--- src/rtl/counter_nbit.sv ---
// Parametrised up/down modulo counter with prescaler, wrap/saturate terminal
// handling, a one-cycle terminal-count pulse and a sticky overflow flag.
module counter_nbit #(
  parameter int WIDTH = 8,
  parameter int PSC_W = 4
) (
  input  logic             clk,
  input  logic             rst,
  input  logic             en,
  input  logic             clr,
  input  logic             ld,
  input  logic [WIDTH-1:0] value,
  input  logic             up,
  input  logic             sat,
  input  logic [WIDTH-1:0] limit,
  input  logic [PSC_W-1:0] prescale,
  output logic [WIDTH-1:0] count,
  output logic             tc,
  output logic             ovf,
  inout  wire              dvdd,
  inout  wire              dgnd
);

  logic [PSC_W-1:0] psc;
  logic             tick;
  logic             term;
  logic [WIDTH-1:0] step_val;
  logic             unused_supply;

  // Supply pins exist only for the physical netlist.
  assign unused_supply = dvdd ^ dgnd;

  // >= so that a prescale lowered below the running psc ticks immediately
  assign tick = (psc >= prescale);

  always_comb begin
    term     = 1'b0;
    step_val = count;
    if (up) begin
      if (count >= limit) begin
        term     = 1'b1;
        step_val = sat ? count : '0;
      end else begin
        step_val = count + WIDTH'(1);
      end
    end else begin
      if (count == '0) begin
        term     = 1'b1;
        step_val = sat ? '0 : limit;
      end else begin
        step_val = count - WIDTH'(1);
      end
    end
  end

  always_ff @(posedge clk or posedge rst) begin
    if (rst) begin
      count <= '0;
      psc   <= '0;
      tc    <= 1'b0;
      ovf   <= 1'b0;
    end else if (clr) begin
      count <= '0;
      psc   <= '0;
      tc    <= 1'b0;
      ovf   <= 1'b0;
    end else if (!en) begin
      tc <= 1'b0;
    end else if (ld) begin
      count <= value;
      psc   <= '0;
      tc    <= 1'b0;
    end else if (!tick) begin
      psc <= psc + PSC_W'(1);
      tc  <= 1'b0;
    end else begin
      psc   <= '0;
      count <= step_val;
      tc    <= term;
      if (term) ovf <= 1'b1;
    end
  end

endmodule

--- config.mk ---
export PLATFORM = sky130hd
export DESIGN_NAME = counter_nbit
export DESIGN_NICKNAME = d
export VERILOG_FILES = /design/src/rtl/counter_nbit.sv
export SDC_FILE = /design/constraint.sdc
export NUM_CORES = 1
export LEC_CHECK = 0
export CORE_MARGIN = 5
export CORE_UTILIZATION = 29
export DETAILED_ROUTE_END_ITERATION = 6
export PLACE_DENSITY = 0.51
export SLEW_MARGIN = 20
export SYNTH_ARGS = -nofsm -noshare
export SYNTH_HDL_FRONTEND = slang
export SYNTH_SLANG_ARGS = --single-unit
--- constraint.sdc ---
create_clock -name clk -period 7.1 [get_ports clk]
set_input_delay 1.42 -clock clk [delete_from_list [all_inputs] [get_ports clk]]
set_output_delay 1.42 -clock clk [all_outputs]
set_load 0.05 [all_outputs]
# Yosys cells after proc, flatten, opt, wreduce, memory -nomap -nowiden
# Cells that the tools add are included.
# word_totals
reg_bits	14
output_inout_bits	12
wordCells	43
# op_classes
addsub	3
magnitude_cmp	2
eq_ne	2
mux	25
reduce_logical	7
# ops
op	count
$mux W8	9
$mux W4	4
$mux W1	12
$add A8 B1 Y8 const B	1
$ge A8 B8 Y1	1
$logic_not A8 Y1	1
$sub A8 B1 Y8 const B	1
$reduce_bool A2 Y1	3
$ne A5 B5 Y1 const B	1
$add A4 B1 Y4 const B	1
$ge A4 B4 Y1	1
$reduce_and A4 Y1	1
$reduce_and A3 Y1	1
$reduce_bool A3 Y1	1
$ne A2 B2 Y1 const B	1

# Logic depth before layout (Yosys ltp)
# Gate-level depths: netlist of run 1.
# depth
depth_word	8
ltp_mapped	10
ltp_nobuf	8

# Least setup slack after synthesis of run 1
# OpenSTA, ideal clock, no wires.
# synth_path
path_type	input to register
start	input limit[0]
end	register count[4]
setup_ns	0.122
arrival_ns	3.024
required_ns	6.978
setup_slack_ns	3.954
stages	7
n_path_buf	0
cell_sequence	ha_1 -> nand2b_4 -> a2111oi_4 -> o311ai_4 -> a211oi_4 -> o41ai_1 -> a32o_1
# synth_via
elab_chain_len	7
word_cells_on_any_way	9
cone_classes	order compare (1); eq/ne (1); mux (6); reduce/logical (1)
# synth_lines
element	line_no	source
from (decl)	15	input logic [WIDTH-1:0] limit,
$ge A8 B8 Y1 *	40	if (count >= limit) begin
$mux W8	40	
$mux W8	39	if (up) begin
$mux W8	73	end else if (!tick) begin
$mux W8	69	end else if (ld) begin
$mux W8	67	end else if (!en) begin
$mux W8	62	end else if (clr) begin
to (signal assigned)	70	count <= value;
to (signal assigned)	78	count <= step_val;
to (decl)	17	output logic [WIDTH-1:0] count,
# Mark *: on every way between the ends. The rest lies on a longest branch, timed or not. The select of a mux whose other input is x is not followed.
# A chain may end at the register's enable or synchronous reset.

# Final worst setup path of run 1
# Ends and elaborated chain as after synthesis.

==> results of run 1 <==
[where the power goes]
group          internal [mW]  switching, mW  leakage, nW
Clock                 0.0491         0.0294       0.0288
Sequential            0.0867         0.0242        0.185
Combinational         0.0716         0.0899        0.625
[critical path: cells and delay by family]
family,cells,cell delay [ns]
and+or+nand+nor,1,0.15
buffers and inverters,1,0.43
adders and majority gates,1,0.31
AOI/OAI and AO/OA,5,1.66
[sequential cells by signal, summed over array words and instances, names as in the netlist]
signal,cells
count,8
ovf,1
psc,4
tc,1
[layer usage]
metal | share of wire (%) | vias up | wire (um)
met3 | 4.0 | 4 | 176
met2 | 47 | 24 | 2100
met4 | 0.47 | 0 | 21
met1 | 48 | 706 | 2140
li1 | - | 781 | -
met5 | 0 | - | 0
[area by class of cell]
| type | count | area share, % |
|---|---|---|
| multi-input combinational | 157 | 54.7 |
| timing repair buffer | 36 | 17.6 |
| inverter | 19 | 3.49 |
| sequential | 14 | 17.1 |
| clock buffer | 4 | 2.69 |
| tap | 72 | 4.41 |
[kinds of logic (layout without fill, tap and decap cells)]
family,after synthesis,count (layout),synth area share [%]
DFF,14,14,21.8
and+or+nand+nor,82,82,26.6
buffers and inverters,29,59,8.86
muxes,2,2,1.32
xor gates and xnor gates,4,4,2.18
AOI/OAI and AO/OA,53,53,26.9
adders and majority gates,16,16,12.4
[Yosys cell counts, types with 2 or more instances]
library cell   n  area share (%)
o31ai_1        3             1.4
dfrtp_1       14              22
clkbuf_1       3            0.70
xnor2_1        2             1.1
o21ai_0       12             3.7
or2_2          2            0.78
nand2_1       18             4.2
ha_1          16              12
and3_1         4             1.6
o21a_1         3             1.4
inv_1         19             4.4
nor3_1         8             2.5
or3_1          3             1.2
nand4_1        4             1.6
o211ai_1       2            0.93
buf_6          4             2.8
xor2_1         2             1.1
nor3b_1        4             1.9
nand3_1        5             1.6
a31oi_1        2            0.78
nor2_1        20             4.7
nor2b_1        4             1.6
a32o_1         3             1.9
a21oi_1        9             2.8
buf_2          3            0.93
nand2b_1       3             1.2
a31oi_2        3             2.3
[worst paths after layout]
| path | slack (ns) | cells past startpoint | to |
|---|---|---|---|
| worst max-delay path | 3.26 | 8 | count[4] |
| worst min-delay path | 0.54 | 2 | ovf |
| worst max register to register | 4.19 | 8 | count[4] |
| worst min register to register | 0.54 | 2 | ovf |
| max in group asynchronous | 5.18 | 2 | psc[2] |
| min in group asynchronous | 1.53 | 2 | count[1] |
[stage by stage]
step / utilization [%] / setup WS (ns) / cell area, um^2 / instances / hold WS (ns)
after floorplan: - / 3.95 / 1610 / 200 / 0.503
after global placement: 36.6 / 3.01 / 1990 / 298 / 0.531
final: 37.6 / 3.26 / 2040 / 302 / 0.541
after CTS: 37.6 / 3.23 / 2040 / 302 / 0.546
after detailed placement: 36.6 / 2.99 / 1990 / 298 / 0.537
after global routing: 37.6 / 3.08 / 2040 / 302 / 0.562
==> impl_metrics.csv, run 1 <==
group,metric,value,unit
global_routing,gr-usage-met2,22.0,%
floorplan,die_h,84.5,um
routing,drtIter0Drc,68,
logic_synthesis,synthesis.nets,245,
clocking,tritoncts,"built",
final_layout,drive_above_1_share,7.39,%
logic_synthesis,synth-seq-cells,14,
placement,routabilityCongestion,0.787,
final_layout,multi_input_area,1120,um^2
power_and_ir_drop,p_total,0.351,mW
logic_synthesis,yosysWarnings,0,
setup_path,crit_fanout,14,
clocking,cts_buffers,3,
global_routing,grt_max_degree,23,
routing,vias,1515,
floorplan,fp.dieW,84.5,um
final_layout,area_delta_synth_final,27.0,%
sta,finalMaxSlewViolations,0,
sta,fin_crit_sh,54.0,%
worst_hold_path,hold_start,"ovf",
setup_path,critical_path_class,"in -> reg",
outcome,status,"complete, no violations",
routing,dr.pass1.iters,4,
placement,dp_hpwl,3.41,mm
power_and_ir_drop,vdd_drop_max,0.0742,mV
sta,worst_pin_slew,0.721,ns
global_routing,first_global_vias,1506,
clocking,clkSinkCount,14,
setup_path,required,7.23,ns
clocking,post_cts_resized,0,
global_routing,grt_use_total,12.7,%
final_layout,seqCellArea,350,um^2
clocking,htreeDepth,1,
final_layout,layout_commonest_cell,"clkdlybuf4s50_1",
floorplan,placementRows,27,
logic_synthesis,synthArstFlopShare,100,%
logic_synthesis,ys.flop_type,"dfrtp_1",
global_routing,antenna_found_initial,0,
setup_path,r2r-start,"count[0]",
routing,wl_per_cell,14.7,um
global_routing,top_usage_layer,"met2",
clocking,insertion_delay,0.25,ns
logic_synthesis,synth.distinct_cells,52,
routing,ant_nets,0,
clocking,clk_pin_slew,0.06,ns
clocking,cts_max_path_buffers,2,
global_routing,grt_pass1_wl,7.45,mm
logic_synthesis,synth_edf_count,0,
setup_path,critPathLaunch,"limit[0]",
sta,min_period,3.84,ns
floorplan,start_util,29.6,%
final_layout,layout_common_cells,"clkdlybuf4s50_1 (36), nor2_1 (20), inv_1 (19)",
routing,drt-total-wl,4.44,mm
logic_synthesis,postSynthAreaPerCell,8.05,um^2
sta,setup_viol,0,
final_layout,final_nets,276,
sta,final_hold_viol_count,0,
logic_synthesis,syn_area,1610,um^2
global_routing,use_met3,2.94,%
sta,rsz0062_at_grt,"false",
routing,vias_per_cell,5.02,
clocking,cts_hold_buf,0,
clocking,post_cts_buffers,0,
setup_path,worst_path_max_delay_cell,"a211oi_4",
floorplan,dieArea,7140,um^2
flow_run,maxCapViolCount,0,
sta,setup_tns,0,ns
worst_hold_path,hold_class,"reg -> reg",
setup_path,start_kind,"input port",
setup_path,worstPathCellList,"clkdlybuf4s50_1 > ha_1 > nand2b_4 > a2111oi_4 > o311ai_4 > a211oi_4 > o41ai_1 > a32o_1",
clocking,cts-root-buf,"clkbuf_8",
floorplan,core_area,5440,um^2
sta,max_freq,261,MHz
sta,skew,0.00162,ns
power_and_ir_drop,p_per_area,172,nW/um^2
global_routing,met1_usage,16.6,%
routing,drc,0,
sta,unconstrained_endpoints,2,
power_and_ir_drop,leakage,0.839,nW
floorplan,pin_count,39,
logic_synthesis,ys_seq_area_share,21.8,%
final_layout,antenna_cells,0,
setup_path,cp.arrival,3.97,ns
setup_path,end_kind,"flip-flop",
setup_path,critPathMaxStageDelay,0.61,ns
logic_synthesis,syn_inst,200,
sta,slew_headroom,51.8,%
placement,port_buffers,36,
final_layout,nFillCells,562,
global_routing,gr-total-overflow,0,
Note: power is estimated with default switching activity, not from simulation.
==> run 2, diff against run 1 <==
PLACE_DENSITY = 0.52   (was 0.51)
clock period = 3.53 ns   (was 7.1 ns; I/O delays follow)
==> run 2 against run 1 <==
Net effect:
- hold slack worse by 0.0045 ns
- utilization up 0.16 points
- clock skew up 0.0056 ns
- register-to-register slack worse by 3.1 ns
==> impl_metrics.csv, run 2 (synthesis results as in run 1) <==
group,metric,value,unit
outcome,status,"complete, no violations",
sta,max_freq,344,MHz
sta,timing.final.ws_setup,0.624,ns
routing,dr.pass1.iters,4,
sta,slew_headroom,59.5,%
sta,min_period,2.91,ns
sta,final_hold_viol_count,0,
clocking,insertion_delay,0.24,ns
clocking,clk_pin_slew,0.05,ns
routing,drt-total-wl,4.42,mm
flow_run,maxCapViolCount,0,
sta,skew,0.00721,ns
final_layout,final_nets,279,
placement,placed_area,2010,um^2
floorplan,placementRows,27,
routing,drc,0,
routing,highest_layer,"met4",
clocking,post_cts_resized,0,
worst_hold_path,hold_class,"reg -> reg",
routing,vias,1546,
final_layout,nFillCells,593,
sta,unconstrained_endpoints,2,
power_and_ir_drop,p_per_area,333,nW/um^2
routing,wl_met2,2.07,mm
global_routing,antenna_found_initial,0,
power_and_ir_drop,vdd_drop_max,0.173,mV
global_routing,first_global_vias,1553,
floorplan,pin_count,39,
setup_path,start_kind,"input port",
floorplan,core_area,5440,um^2
floorplan,die_h,84.5,um
sta,worst_pin_slew,0.606,ns
placement,place_ws,0.362,ns
floorplan,start_util,29.6,%
clocking,tritoncts,"built",
global_routing,gr-total-overflow,0,
global_routing,grt_pass1_wl,7.65,mm
sta,setup_viol,0,
placement,dp_hpwl,3.49,mm
routing,drtIter0Drc,121,
setup_path,cp.arrival,3.06,ns
power_and_ir_drop,leakage,0.846,nW
final_layout,area_delta_synth_final,27.5,%
final_layout,antenna_cells,0,
routing,wl_per_cell,14.5,um
placement,port_buffers,36,
final_layout,finalNonFillerCells,304,
routing,wl_met3,216,um
sta,setup_tns,0,ns
final_layout,largestRegisters,"count: 8 flops, psc: 4 flops",
routing,vias_per_cell,5.09,
placement,dp_cells,301,
sta,rsz0062_at_grt,"false",
clocking,cts-root-buf,"clkbuf_8",
final_layout,largest_register,"count",
clocking,cts_hold_buf,0,
final_layout,final_area,2050,um^2
floorplan,fp.dieW,84.5,um
sta,fin_crit_sh,82.3,%
clocking,cts_max_path_buffers,2,
final_layout,layout_commonest_cell,"clkdlybuf4s50_1",
routing,ant_nets,0,
placement,routabilityCongestion,0.808,
final_layout,layout_common_cells,"clkdlybuf4s50_1 (36), nor2_1 (20), inv_1 (19)",
setup_path,crit_fanout,9,
floorplan,dieArea,7140,um^2
setup_path,critical_path_class,"in -> reg",
setup_path,required,3.69,ns
global_routing,grt_use_total,12.9,%
setup_path,end_kind,"flip-flop",
clocking,cts_buffers,3,
routing,met1_length,2.12,mm
global_routing,grt_max_degree,22,
clocking,clkSinkCount,14,
clocking,htreeDepth,1,
clocking,post_cts_buffers,0,
final_layout,largest_register_ffs,8,
sta,finalMaxSlewViolations,0,
final_layout,drive_above_1_share,8.19,%
## run 2: cell count changes in the layout (fill, tap and decap cells not counted)
| cell | before | now |
|---|---|---|
| clkbuf_8 | 4 | 3 |
| buf_4 | 0 | 3 |
## run 2: final timing paths
check | start | to | slack (ns) | cells past startpoint
max | limit[0] | count[2] | 0.62 | 9
min | ovf | ovf | 0.54 | 2
max reg2reg | count[2] | count[2] | 1.05 | 8
min reg2reg | ovf | ovf | 0.54 | 2
max in group asynchronous | rst | tc | 2.35 | 2
min in group asynchronous | rst | psc[3] | 0.81 | 2
## run 2: final cells by class
cell class / instances / area [um^2] / area share (%)
clock buffer: 3 / 41.3 / 2.01
sequential: 14 / 350 / 17.1
timing repair buffer: 39 / 383 / 18.6
tap: 72 / 90.1 / 4.39
inverter: 19 / 71.3 / 3.47
multi-input combinational: 157 / 1120 / 54.4
## run 2: critical path, stage by stage
cell             delay, ns
clkdlybuf4s50_1       0.42
ha_1                  0.29
nand2b_4              0.14
a2111oi_4             0.43
o311ai_4              0.18
a211oi_4              0.40
buf_4                 0.24
a21oi_1               0.07
a31oi_1               0.16
## run 2: stage by stage
stage | power, mW | hold WS [ns] | util, %
3_3_place_gp | 0.558 | 0.531 | 37.0
2_1_floorplan | 0.459 | 0.503 | -
3_5_place_dp | 0.559 | 0.542 | 37.0
5_1_grt | 0.740 | 0.570 | 37.8
6_report | 0.684 | 0.537 | 37.8
4_1_cts | 0.690 | 0.550 | 37.8
## run 2: layer usage
layer	global-route usage [%]	up-vias
met5	0	-
met4	0.863	0
met3	3.43	2
met2	21.6	40
met1	17.4	715
li1	-	789
## run 2: power breakdown
part / switching, mW / total (mW) / internal, mW
sequential: 0.0445 / 0.219 / 0.174
clock: 0.0544 / 0.130 / 0.0754
combinational: 0.187 / 0.335 / 0.148
